[src/rtl/id_ex_pkg.sv]
// id_ex_pkg: shared definitions for the decode->execute pipeline register.
//   REG_IDX_W : width of a register index (x0..x31)
//   alu_op_e  : ALU operation codes carried on alu_op
//   ctrl_t    : non-operand control fields held alongside the operands
package id_ex_pkg;

   localparam int REG_IDX_W = 5;

   // SRL/SRA and ADD/SUB are told apart by funct7, which travels beside alu_op.
   typedef enum logic [2:0] {
      ALU_ADD  = 3'd0,
      ALU_SLL  = 3'd1,
      ALU_SLT  = 3'd2,
      ALU_SLTU = 3'd3,
      ALU_XOR  = 3'd4,
      ALU_SRL  = 3'd5,
      ALU_OR   = 3'd6,
      ALU_AND  = 3'd7
   } alu_op_e;

   typedef struct packed {
      logic [2:0]           alu_op;
      logic [6:0]           funct7;
      logic [4:0]           shamt;
      logic                 is_r_type;
      logic [REG_IDX_W-1:0] rd;
      logic                 reg_write;
      logic                 is_load;
   } ctrl_t;

endpackage

[src/rtl/id_ex_hazard.sv]
// id_ex_hazard: combinational operand resolution for the two source registers
// of the instruction offered by decode.
//   rs1/rs2, rs1_used/rs2_used, rs1_data/rs2_data : sources and register-file read data
//   held_*      : instruction currently held in the stage (newest writer)
//   mem_fwd_*   : writer in EX/MEM; mem_fwd_pending means its value is not final yet
//   wb_fwd_*    : writer in MEM/WB (oldest writer still in flight)
//   operand1/2  : resolved source values
//   hazard      : decode must wait this cycle
// Build option: FORWARDING_EN. When defined, in-flight results are bypassed
// newest-first and only not-yet-available values stall. When undefined, operands
// come from the register file only and any in-flight writer of a used source stalls.
module id_ex_hazard
   import id_ex_pkg::*;
#(
   parameter int XLEN = 32
) (
   input  logic [REG_IDX_W-1:0] rs1,
   input  logic [REG_IDX_W-1:0] rs2,
   input  logic                 rs1_used,
   input  logic                 rs2_used,
   input  logic [XLEN-1:0]      rs1_data,
   input  logic [XLEN-1:0]      rs2_data,
   input  logic                 held_valid,
   input  logic                 held_reg_write,
   input  logic                 held_is_load,
   input  logic [REG_IDX_W-1:0] held_rd,
   input  logic [XLEN-1:0]      alu_result,
   input  logic                 mem_fwd_en,
   input  logic [REG_IDX_W-1:0] mem_fwd_rd,
   input  logic [XLEN-1:0]      mem_fwd_data,
   input  logic                 mem_fwd_pending,
   input  logic                 wb_fwd_en,
   input  logic [REG_IDX_W-1:0] wb_fwd_rd,
   input  logic [XLEN-1:0]      wb_fwd_data,
   output logic [XLEN-1:0]      operand1,
   output logic [XLEN-1:0]      operand2,
   output logic                 hazard
);

   for (genvar g = 0; g < 2; g++) begin : g_src
      logic [REG_IDX_W-1:0] rs;
      logic                 used;
      logic [XLEN-1:0]      rdata;
      logic [XLEN-1:0]      sel;
      logic                 live;
      logic                 held_hit;
      logic                 mem_hit;
      logic                 wb_hit;
      logic                 stall;

      assign rs    = (g == 0) ? rs1      : rs2;
      assign used  = (g == 0) ? rs1_used : rs2_used;
      assign rdata = (g == 0) ? rs1_data : rs2_data;

      // x0 is hard-wired zero: never matched, never forwarded, never stalls.
      assign live     = used && (rs != '0);
      assign held_hit = held_valid && held_reg_write && (held_rd == rs);
      assign mem_hit  = mem_fwd_en && (mem_fwd_rd == rs);
      assign wb_hit   = wb_fwd_en && (wb_fwd_rd == rs);

`ifdef FORWARDING_EN
      // Newest writer wins: held (in EX now) > EX/MEM > MEM/WB > register file.
      always_comb begin
         sel = rdata;
         if (rs == '0)     sel = '0;
         else if (!used)   sel = rdata;
         else if (held_hit) sel = alu_result;
         else if (mem_hit)  sel = mem_fwd_data;
         else if (wb_hit)   sel = wb_fwd_data;
      end

      // Only values that do not exist yet force a wait: a load still in EX,
      // or a load in EX/MEM whose data has not returned.
      assign stall = live && ((held_hit && held_is_load) || (mem_hit && mem_fwd_pending));
`else
      assign sel   = (rs == '0) ? '0 : rdata;
      assign stall = live && (held_hit || mem_hit || wb_hit);
`endif
   end

`ifndef FORWARDING_EN
   // Bypass inputs have no function in this build; fold them into a sink.
   logic unused_fwd;
   assign unused_fwd = ^{alu_result, mem_fwd_data, wb_fwd_data, held_is_load, mem_fwd_pending};
`endif

   assign operand1 = g_src[0].sel;
   assign operand2 = g_src[1].sel;
   assign hazard   = g_src[0].stall || g_src[1].stall;

endmodule

[src/rtl/id_ex_stage.sv]
// id_ex_stage: decode->execute pipeline register. Captures one decoded
// instruction, resolves its source operands at capture time (id_ex_hazard), and
// drives the ALU inputs straight from registers.
// Ports:
//   clk, rst (synchronous, active high), flush (kills held and incoming instruction)
//   in_valid/in_ready + in_* : instruction offered by decode
//   alu_result               : ALU output for the held instruction (bypass source)
//   mem_fwd_*, wb_fwd_*      : later-stage writers for bypass / hazard detection
//   out_valid/out_ready      : downstream handshake
//   out_pc, alu_in1, alu_in2, out_rs2_data, out_* control : held instruction
// Build option: FORWARDING_EN (see id_ex_hazard).
//
// Handshake: a transfer happens on a rising edge where valid && ready are both
// high on that side. in_valid/out_valid never depend on the matching ready; the
// held instruction and all out_* fields stay stable while out_valid && !out_ready.
module id_ex_stage
   import id_ex_pkg::*;
#(
   parameter int XLEN = 32
) (
   input  logic                 clk,
   input  logic                 rst,
   input  logic                 flush,
   input  logic                 in_valid,
   output logic                 in_ready,
   input  logic [XLEN-1:0]      in_pc,
   input  logic [REG_IDX_W-1:0] in_rs1,
   input  logic [REG_IDX_W-1:0] in_rs2,
   input  logic                 in_rs1_used,
   input  logic                 in_rs2_used,
   input  logic [XLEN-1:0]      in_rs1_data,
   input  logic [XLEN-1:0]      in_rs2_data,
   input  logic [XLEN-1:0]      in_imm,
   input  logic                 in_use_imm,
   input  logic [2:0]           in_alu_op,
   input  logic [6:0]           in_funct7,
   input  logic [4:0]           in_shamt,
   input  logic                 in_is_r_type,
   input  logic [REG_IDX_W-1:0] in_rd,
   input  logic                 in_reg_write,
   input  logic                 in_is_load,
   input  logic [XLEN-1:0]      alu_result,
   input  logic                 mem_fwd_en,
   input  logic [REG_IDX_W-1:0] mem_fwd_rd,
   input  logic [XLEN-1:0]      mem_fwd_data,
   input  logic                 mem_fwd_pending,
   input  logic                 wb_fwd_en,
   input  logic [REG_IDX_W-1:0] wb_fwd_rd,
   input  logic [XLEN-1:0]      wb_fwd_data,
   output logic                 out_valid,
   input  logic                 out_ready,
   output logic [XLEN-1:0]      out_pc,
   output logic [XLEN-1:0]      alu_in1,
   output logic [XLEN-1:0]      alu_in2,
   output logic [XLEN-1:0]      out_rs2_data,
   output logic [2:0]           out_alu_op,
   output logic [6:0]           out_funct7,
   output logic [4:0]           out_shamt,
   output logic                 out_is_r_type,
   output logic [REG_IDX_W-1:0] out_rd,
   output logic                 out_reg_write,
   output logic                 out_is_load
);

   logic            hazard;
   logic            capture;
   logic [XLEN-1:0] operand1;
   logic [XLEN-1:0] operand2;
   ctrl_t           held_ctrl;

   id_ex_hazard #(.XLEN(XLEN)) u_hazard (
      .rs1             (in_rs1),
      .rs2             (in_rs2),
      .rs1_used        (in_rs1_used),
      .rs2_used        (in_rs2_used),
      .rs1_data        (in_rs1_data),
      .rs2_data        (in_rs2_data),
      .held_valid      (out_valid),
      .held_reg_write  (held_ctrl.reg_write),
      .held_is_load    (held_ctrl.is_load),
      .held_rd         (held_ctrl.rd),
      .alu_result      (alu_result),
      .mem_fwd_en      (mem_fwd_en),
      .mem_fwd_rd      (mem_fwd_rd),
      .mem_fwd_data    (mem_fwd_data),
      .mem_fwd_pending (mem_fwd_pending),
      .wb_fwd_en       (wb_fwd_en),
      .wb_fwd_rd       (wb_fwd_rd),
      .wb_fwd_data     (wb_fwd_data),
      .operand1        (operand1),
      .operand2        (operand2),
      .hazard          (hazard)
   );

   // Accepting while the held instruction leaves the same cycle gives full throughput.
   assign in_ready = !rst && !flush && !hazard && (!out_valid || out_ready);
   assign capture  = in_valid && in_ready;

   always_ff @(posedge clk) begin
      if (rst) begin
         out_valid    <= 1'b0;
         out_pc       <= '0;
         alu_in1      <= '0;
         alu_in2      <= '0;
         out_rs2_data <= '0;
         held_ctrl    <= '0;
      end else begin
         // in_ready is low during flush, so flush outranks capture here too.
         if (flush)          out_valid <= 1'b0;
         else if (capture)   out_valid <= 1'b1;
         else if (out_ready) out_valid <= 1'b0;

         if (capture) begin
            out_pc       <= in_pc;
            alu_in1      <= operand1;
            alu_in2      <= in_use_imm ? in_imm : operand2;
            out_rs2_data <= operand2;  // store data is always the rs2 value
            held_ctrl    <= '{alu_op:    in_alu_op,
                              funct7:    in_funct7,
                              shamt:     in_shamt,
                              is_r_type: in_is_r_type,
                              rd:        in_rd,
                              reg_write: in_reg_write,
                              is_load:   in_is_load};
         end
      end
   end

   assign out_alu_op    = held_ctrl.alu_op;
   assign out_funct7    = held_ctrl.funct7;
   assign out_shamt     = held_ctrl.shamt;
   assign out_is_r_type = held_ctrl.is_r_type;
   assign out_rd        = held_ctrl.rd;
   assign out_reg_write = held_ctrl.reg_write;
   assign out_is_load   = held_ctrl.is_load;

endmodule
[config.mk]
export PLATFORM = sky130hd
export DESIGN_NAME = id_ex_stage
export DESIGN_NICKNAME = d
export VERILOG_FILES = /design/src/rtl/id_ex_pkg.sv /design/src/rtl/id_ex_hazard.sv /design/src/rtl/id_ex_stage.sv
export SDC_FILE = /design/constraint.sdc
export NUM_CORES = 1
export LEC_CHECK = 0
export ABC_AREA = 1
export BUFFER_PORTS_ARGS = -buffer_cell sky130_fd_sc_hd__buf_2
export CORE_AREA = 4 4 164 166
export CTS_BUF_LIST = sky130_fd_sc_hd__clkbuf_4
export DETAILED_ROUTE_END_ITERATION = 8
export DIE_AREA = 0 0 168 170
export HOLD_SLACK_MARGIN = 0.1
export PLACE_DENSITY = 0.66
export SLEW_MARGIN = 20
export SYNTH_ARGS = -nofsm -noshare
export SYNTH_HDL_FRONTEND = slang
export SYNTH_HIERARCHICAL = 1
export SYNTH_SLANG_ARGS = --single-unit
[constraint.sdc]
create_clock -name clk -period 3.28 [get_ports clk]
set_input_delay 0.328 -clock clk [delete_from_list [all_inputs] [get_ports clk]]
set_output_delay 0.328 -clock clk [all_outputs]
set_load 0.01 [all_outputs]
* Yosys cells after proc, flatten, opt, wreduce, memory -nomap -nowiden
Cells that the tools add are included.
Widths: inputs -> output; s select.
** Storage, ports and cells
- Output and inout bits :: 153
- Bits of input ports :: 278
- Logic and storage cells :: 54
- Register bits :: 152
** Operators by class
- Reductions and logical operators :: 31
- Muxes and demuxes :: 5
- Equal/unequal tests :: 6
** Operators with widths (number)
- $mux 32 :: 3
- $eq 5x5->1 :: 6
- $logic_and 1x1->1 :: 15
- $logic_not 5->1 :: 2
- $reduce_bool 5->1 :: 2
- $logic_or 1x1->1 :: 6
- $logic_not 1->1 :: 4
- $mux 1 :: 2
- $reduce_bool 2->1 :: 1
- $reduce_or 2->1 :: 1

* Longest topological paths before layout
- Depth after elaboration :: 11
- Mapped depth :: 15
- Mapped depth without buffers :: 13

* Hierarchy
The synthesis kept the hierarchy.
** By module, submodules not included
- id_ex_stage :: seq. area each 3042.9 sq um, cells each 1069, times used 1, area each 6661.4 sq um
- id_ex_hazard :: seq. area each 0.0 sq um, cells each 286, times used 1, area each 1149.9 sq um

* Worst setup path before layout
No wires, ideal clock.
- Path type :: register -> register
- Start point :: register held_ctrl, in the netlist out_rd[3]
- End point :: register out_pc[10]
- Arrival :: 1.566 ns
- Buffers on the path :: 2
- Cell stages (with the launch flop) :: 14
- Library setup time :: 0.113 ns
- Required time :: 3.167 ns
- Clock period less this slack :: 1.679 ns
- Path slack :: 1.601 ns
- Cells stage by stage :: dfxtp_1 inv_1 o21ai_0 nor2_1 nand3_1 nand3_1 nand2_1 nand2_1 inv_1 nand4_2 buf_2 buf_2 nor2_1 nor2_1
** Between the ends
- Word-level cells in the longest chain between the ends :: 10
- Elaborated cells between the ends (all ways) :: 15
- Classes of those cells :: eq/ne: 2; reduce/logical: 13
** Ends and longest elaborated chain
- start, declared :: RTL line id_ex_stage.sv:69 : ctrl_t held_ctrl;
- start signal, assigned :: RTL line id_ex_stage.sv:118 : held_ctrl <= '{alu_op: in_alu_op,
- $eq 5x5->1 :: RTL line id_ex_hazard.sv:57 : assign held_hit = held_valid && held_reg_write && (held_rd == rs);
- $logic_and 1x1->1 :: RTL line id_ex_hazard.sv:57
- $logic_or 1x1->1 (2 in a row) :: RTL line id_ex_hazard.sv:77 : assign stall = live && (held_hit || mem_hit || wb_hit);
- $logic_and 1x1->1 :: RTL line id_ex_hazard.sv:77
- $logic_or 1x1->1 (*) :: RTL line id_ex_hazard.sv:89 : assign hazard = g_src[0].stall || g_src[1].stall;
- net hazard :: RTL line id_ex_stage.sv:65 : logic hazard;
- $logic_not 1->1 (*) :: RTL line id_ex_stage.sv:96 : assign in_ready = !rst && !flush && !hazard && (!out_valid || out_ready);
- $logic_and 1x1->1 (*) (2 in a row) :: RTL line id_ex_stage.sv:96
- $logic_and 1x1->1 (*) :: RTL line id_ex_stage.sv:97 : assign capture = in_valid && in_ready;
- end signal, assigned :: RTL line id_ex_stage.sv:114 : out_pc <= in_pc;
- end, declared :: RTL line id_ex_stage.sv:52 : output logic [XLEN-1:0] out_pc,
The timed path passes the listed nets; every way through them passes the cells marked *.
A chain may end at the register's enable or synchronous reset.

* Worst setup path in the final report
- Start point :: register held_ctrl, in the netlist out_rd[2]
- End point :: register out_valid
** Between the ends
- Word-level cells in the longest chain between the ends :: 11
- Elaborated cells between the ends (all ways) :: 17
- Classes of those cells :: eq/ne: 2; mux: 1; reduce/logical: 14
** Ends and longest elaborated chain
- $eq 5x5->1 :: RTL line id_ex_hazard.sv:57
- $logic_and 1x1->1 :: RTL line id_ex_hazard.sv:57
- $logic_or 1x1->1 (2 in a row) :: RTL line id_ex_hazard.sv:77
- $logic_and 1x1->1 :: RTL line id_ex_hazard.sv:77
- $logic_or 1x1->1 (*) :: RTL line id_ex_hazard.sv:89
- net hazard :: RTL line id_ex_stage.sv:65
- $logic_not 1->1 (*) :: RTL line id_ex_stage.sv:96
- $logic_and 1x1->1 (*) (2 in a row) :: RTL line id_ex_stage.sv:96
- $logic_and 1x1->1 (*) :: RTL line id_ex_stage.sv:97
- $mux 1 or $reduce_bool 2->1 (tied branches)
- end signal, assigned :: RTL line id_ex_stage.sv:109 : if (flush) out_valid <= 1'b0;
- end signal, assigned :: RTL line id_ex_stage.sv:110 : else if (capture) out_valid <= 1'b1;
- end signal, assigned :: RTL line id_ex_stage.sv:111 : else if (out_ready) out_valid <= 1'b0;
- end, declared :: RTL line id_ex_stage.sv:50 : output logic out_valid,
Marked as above.

==> out/summary.txt <==
main combinational cell family by area after synthesis: simple AND/OR/NAND/NOR gates
Synth Area in Adders: 0
GRT Overall Usage: 0.177
Residual DRC: 0
number of fillers in the final layout: 2,590
vias in the first global route: 8,683
CTS tree: yes
Slew @ Worst Pin: 0.835 ns
post-synthesis xor/xnor area fraction: 0
drt initial violations: 427
Sink Count: 152
Syn Area/Cell: 5.76 um^2
grt ovf: 0
critical path required time: 3.73 ns
Max Cap Viol: 0
Hold Crit Start: in_rs2_data[11]
area of the die: 28,600 um^2
Max IR drop VDD: 0.000188 V
die height: 170 um
most frequent cells in the layout: nand2_1, buf_2, nor2_1
number of buffers and inverters on the critical path: 4
Post-CTS Setup Repair Bufs: 0
Max Buffers Root-to-Sink: 2
area of the mapped netlist: 7810 um^2
final total power: 0.00410 W
clk_lat worst skew: 0.54 ns
post-synthesis mux area share: 0
Final Cycle Share: 0.724
final setup vio count: 0
setup TNS: 0 ns
Synth top area share: 0.390
Initial Util: 0.305
Worst-path clk slew: 0.16 ns
worst-path fanout max: 88
chip width: 168 um
slowest stage cell, crit path: dlygate4sd3_1
remaining antenna violation count: 0
gpl congestion: 0.885
commonest non-fill, non-tap cell in the layout: nand2_1
cells after synthesis: 1,355
Setup Skew: 0.0263 ns
final hold slack: 0.179 ns
register area share after synthesis: 0.390
WL per Instance: 12.1 um
input/output buffers: 333
Row Count: 59
Max Fclk: 421 MHz
CP dominant cell by count: nand2_1
Initial DRT Pass Iterations: 5
via count: 8,884
power density over the cells: 358 nW/um^2
initial antenna violation count: 1
synthesis-to-finish area growth: 46.7%
crit path DAT: 2.82 ns
Worst Setup SP: out_rd[2]
Pins Over Slew Limit: 0
Lkg Pwr: 7.15 nW
dpl hpwl: 16.9 mm
final net count: 2,085
outcome: completed
CP startpoint kind: flip-flop
DRT Wirelength: 26.2 mm
largest cells by area after synthesis: dfxtp_1, nand2_1, nor2_1
flops & latches, synth: 152
area fraction in compound gates after synthesis: 0.0224
Tmin final: 2.37 ns
crit path capture type: flip-flop
share of layout cells above drive strength 1: 0.212
reg-to-reg startpoint: out_rd[2]
CORE AREA: 25,600 um^2
drt via density: 4.11
post-synth top area cell: dfxtp_1
WS Path Type: reg2reg
Max stage delay on crit path: 0.56 ns
Mapped Nets: 1,633
Root Buffer: clkbuf_4
Final Hold Viols: 0
Distinct cells, synth: 17
first-pass GRT wire length: 41.9 mm
Max-slew headroom: 0.443
CP top delay family: buffers and inverters
TritonCTS Buffers: 17
largest net degree at the start of global routing: 120
H-tree depth: 4
Syn. warnings: 6
crit path cell chain: inv_1 > nand2_1 > nand2_1 > nor2_1 > nand3_1 > nand3_1 > nand2_1 > nand2_1 > inv_1 > nand4_4 > buf_12 > a21oi_1 > dlygate4sd3_1
simple-gate portion of the synthesized area: 0.405
hold crit path type: in2reg
IO Pins: 431
RSZ-0062 raised after global routing: no
==> power breakdown <==
| part | total [W] | switching [W] | leakage, nW | internal, W |
|---|---|---|---|---|
| Clock | 0.00120 | 0.000801 | 0.136 | 0.000402 |
| Combinational | 0.000895 | 0.000481 | 5.77 | 0.000414 |
| Sequential | 0.00201 | 0.0000543 | 1.24 | 0.00195 |
| Total | 0.00410 | 0.00134 | 7.15 | 0.00277 |
==> cell type report <==
class | instances | area (um^2) | share of cell area
multi-input combinational | 862 | 3350 | 0.292
clock buffer | 18 | 135 | 0.0118
clock inverter | 14 | 136 | 0.0119
tap | 335 | 419 | 0.0366
sequential | 152 | 3040 | 0.266
inverter | 279 | 1050 | 0.0916
antenna | 4 | 10.0 | 0.000874
timing repair buffer | 495 | 3320 | 0.289
==> stage by stage <==
step                      worst slack (ns)  utilization  instances  instance area (um^2)
final                                0.906        0.447       2159                 11500
after global routing                 0.706        0.447       2157                 11500
after CTS                            0.866        0.447       2155                 11400
after detailed placement             0.943        0.376       1970                  9640
after global placement               0.985        0.376       1970                  9640
after floorplan                       1.60            -       1355                  7810
==> routing by layer <==
metal  vias up  global-route usage  share of wire
met5         -                   0              0
met4         0              0.0614          0.022
met3        37              0.0497          0.069
met2       285               0.311           0.48
met1      3852               0.208           0.43
li1       4710                   -              -
==> tightest hold or removal path, cell delays in order <==
cell and delay, ns:
buf_2 0.08, nand2_1 0.04, inv_1 0.08, nor2_1 0.05, nor2_1 0.09
==> Yosys cell counts (all sizes together) <==
cell,instances
inv,279
nor3,2
nor2,328
dfxtp,152
clkbuf,19
buf,43
a21oi,1
nand2,486
o21ai,34
nand3,10
nand4,1
==> worst paths after layout <==
kind / end / slack, ns / depth (start not counted)
worst max-delay path: out_valid / 0.91 / 13
worst max register to register: out_valid / 0.91 / 13
worst min-delay path: out_rs2_data[11] / 0.18 / 5
worst min register to register: alu_in2[19] / 0.52 / 4
==> cell families after synthesis <==
kind of cell,Yosys count
flip-flops,152
buffers and inverters,341
AND/OR/NAND/NOR,827
AO/OA/AOI/OAI,35
==> timing repair <==
action / in CTS / in global routing
endpoints found under the hold margin: 151 / 0
hold buffers: 153 / 0
gates resized for setup: 0 / 0
==> flip-flops by register name, indices dropped and copies added, names as in the netlist <==
signal / flops
out_rs2_data: 32
out_shamt: 5
alu_in2: 32
out_alu_op: 3
out_is_load: 1
alu_in1: 32
out_pc: 32
out_valid: 1
out_rd: 5
out_funct7: 7
out_reg_write: 1
out_is_r_type: 1
(Power assumes the default switching activity.)
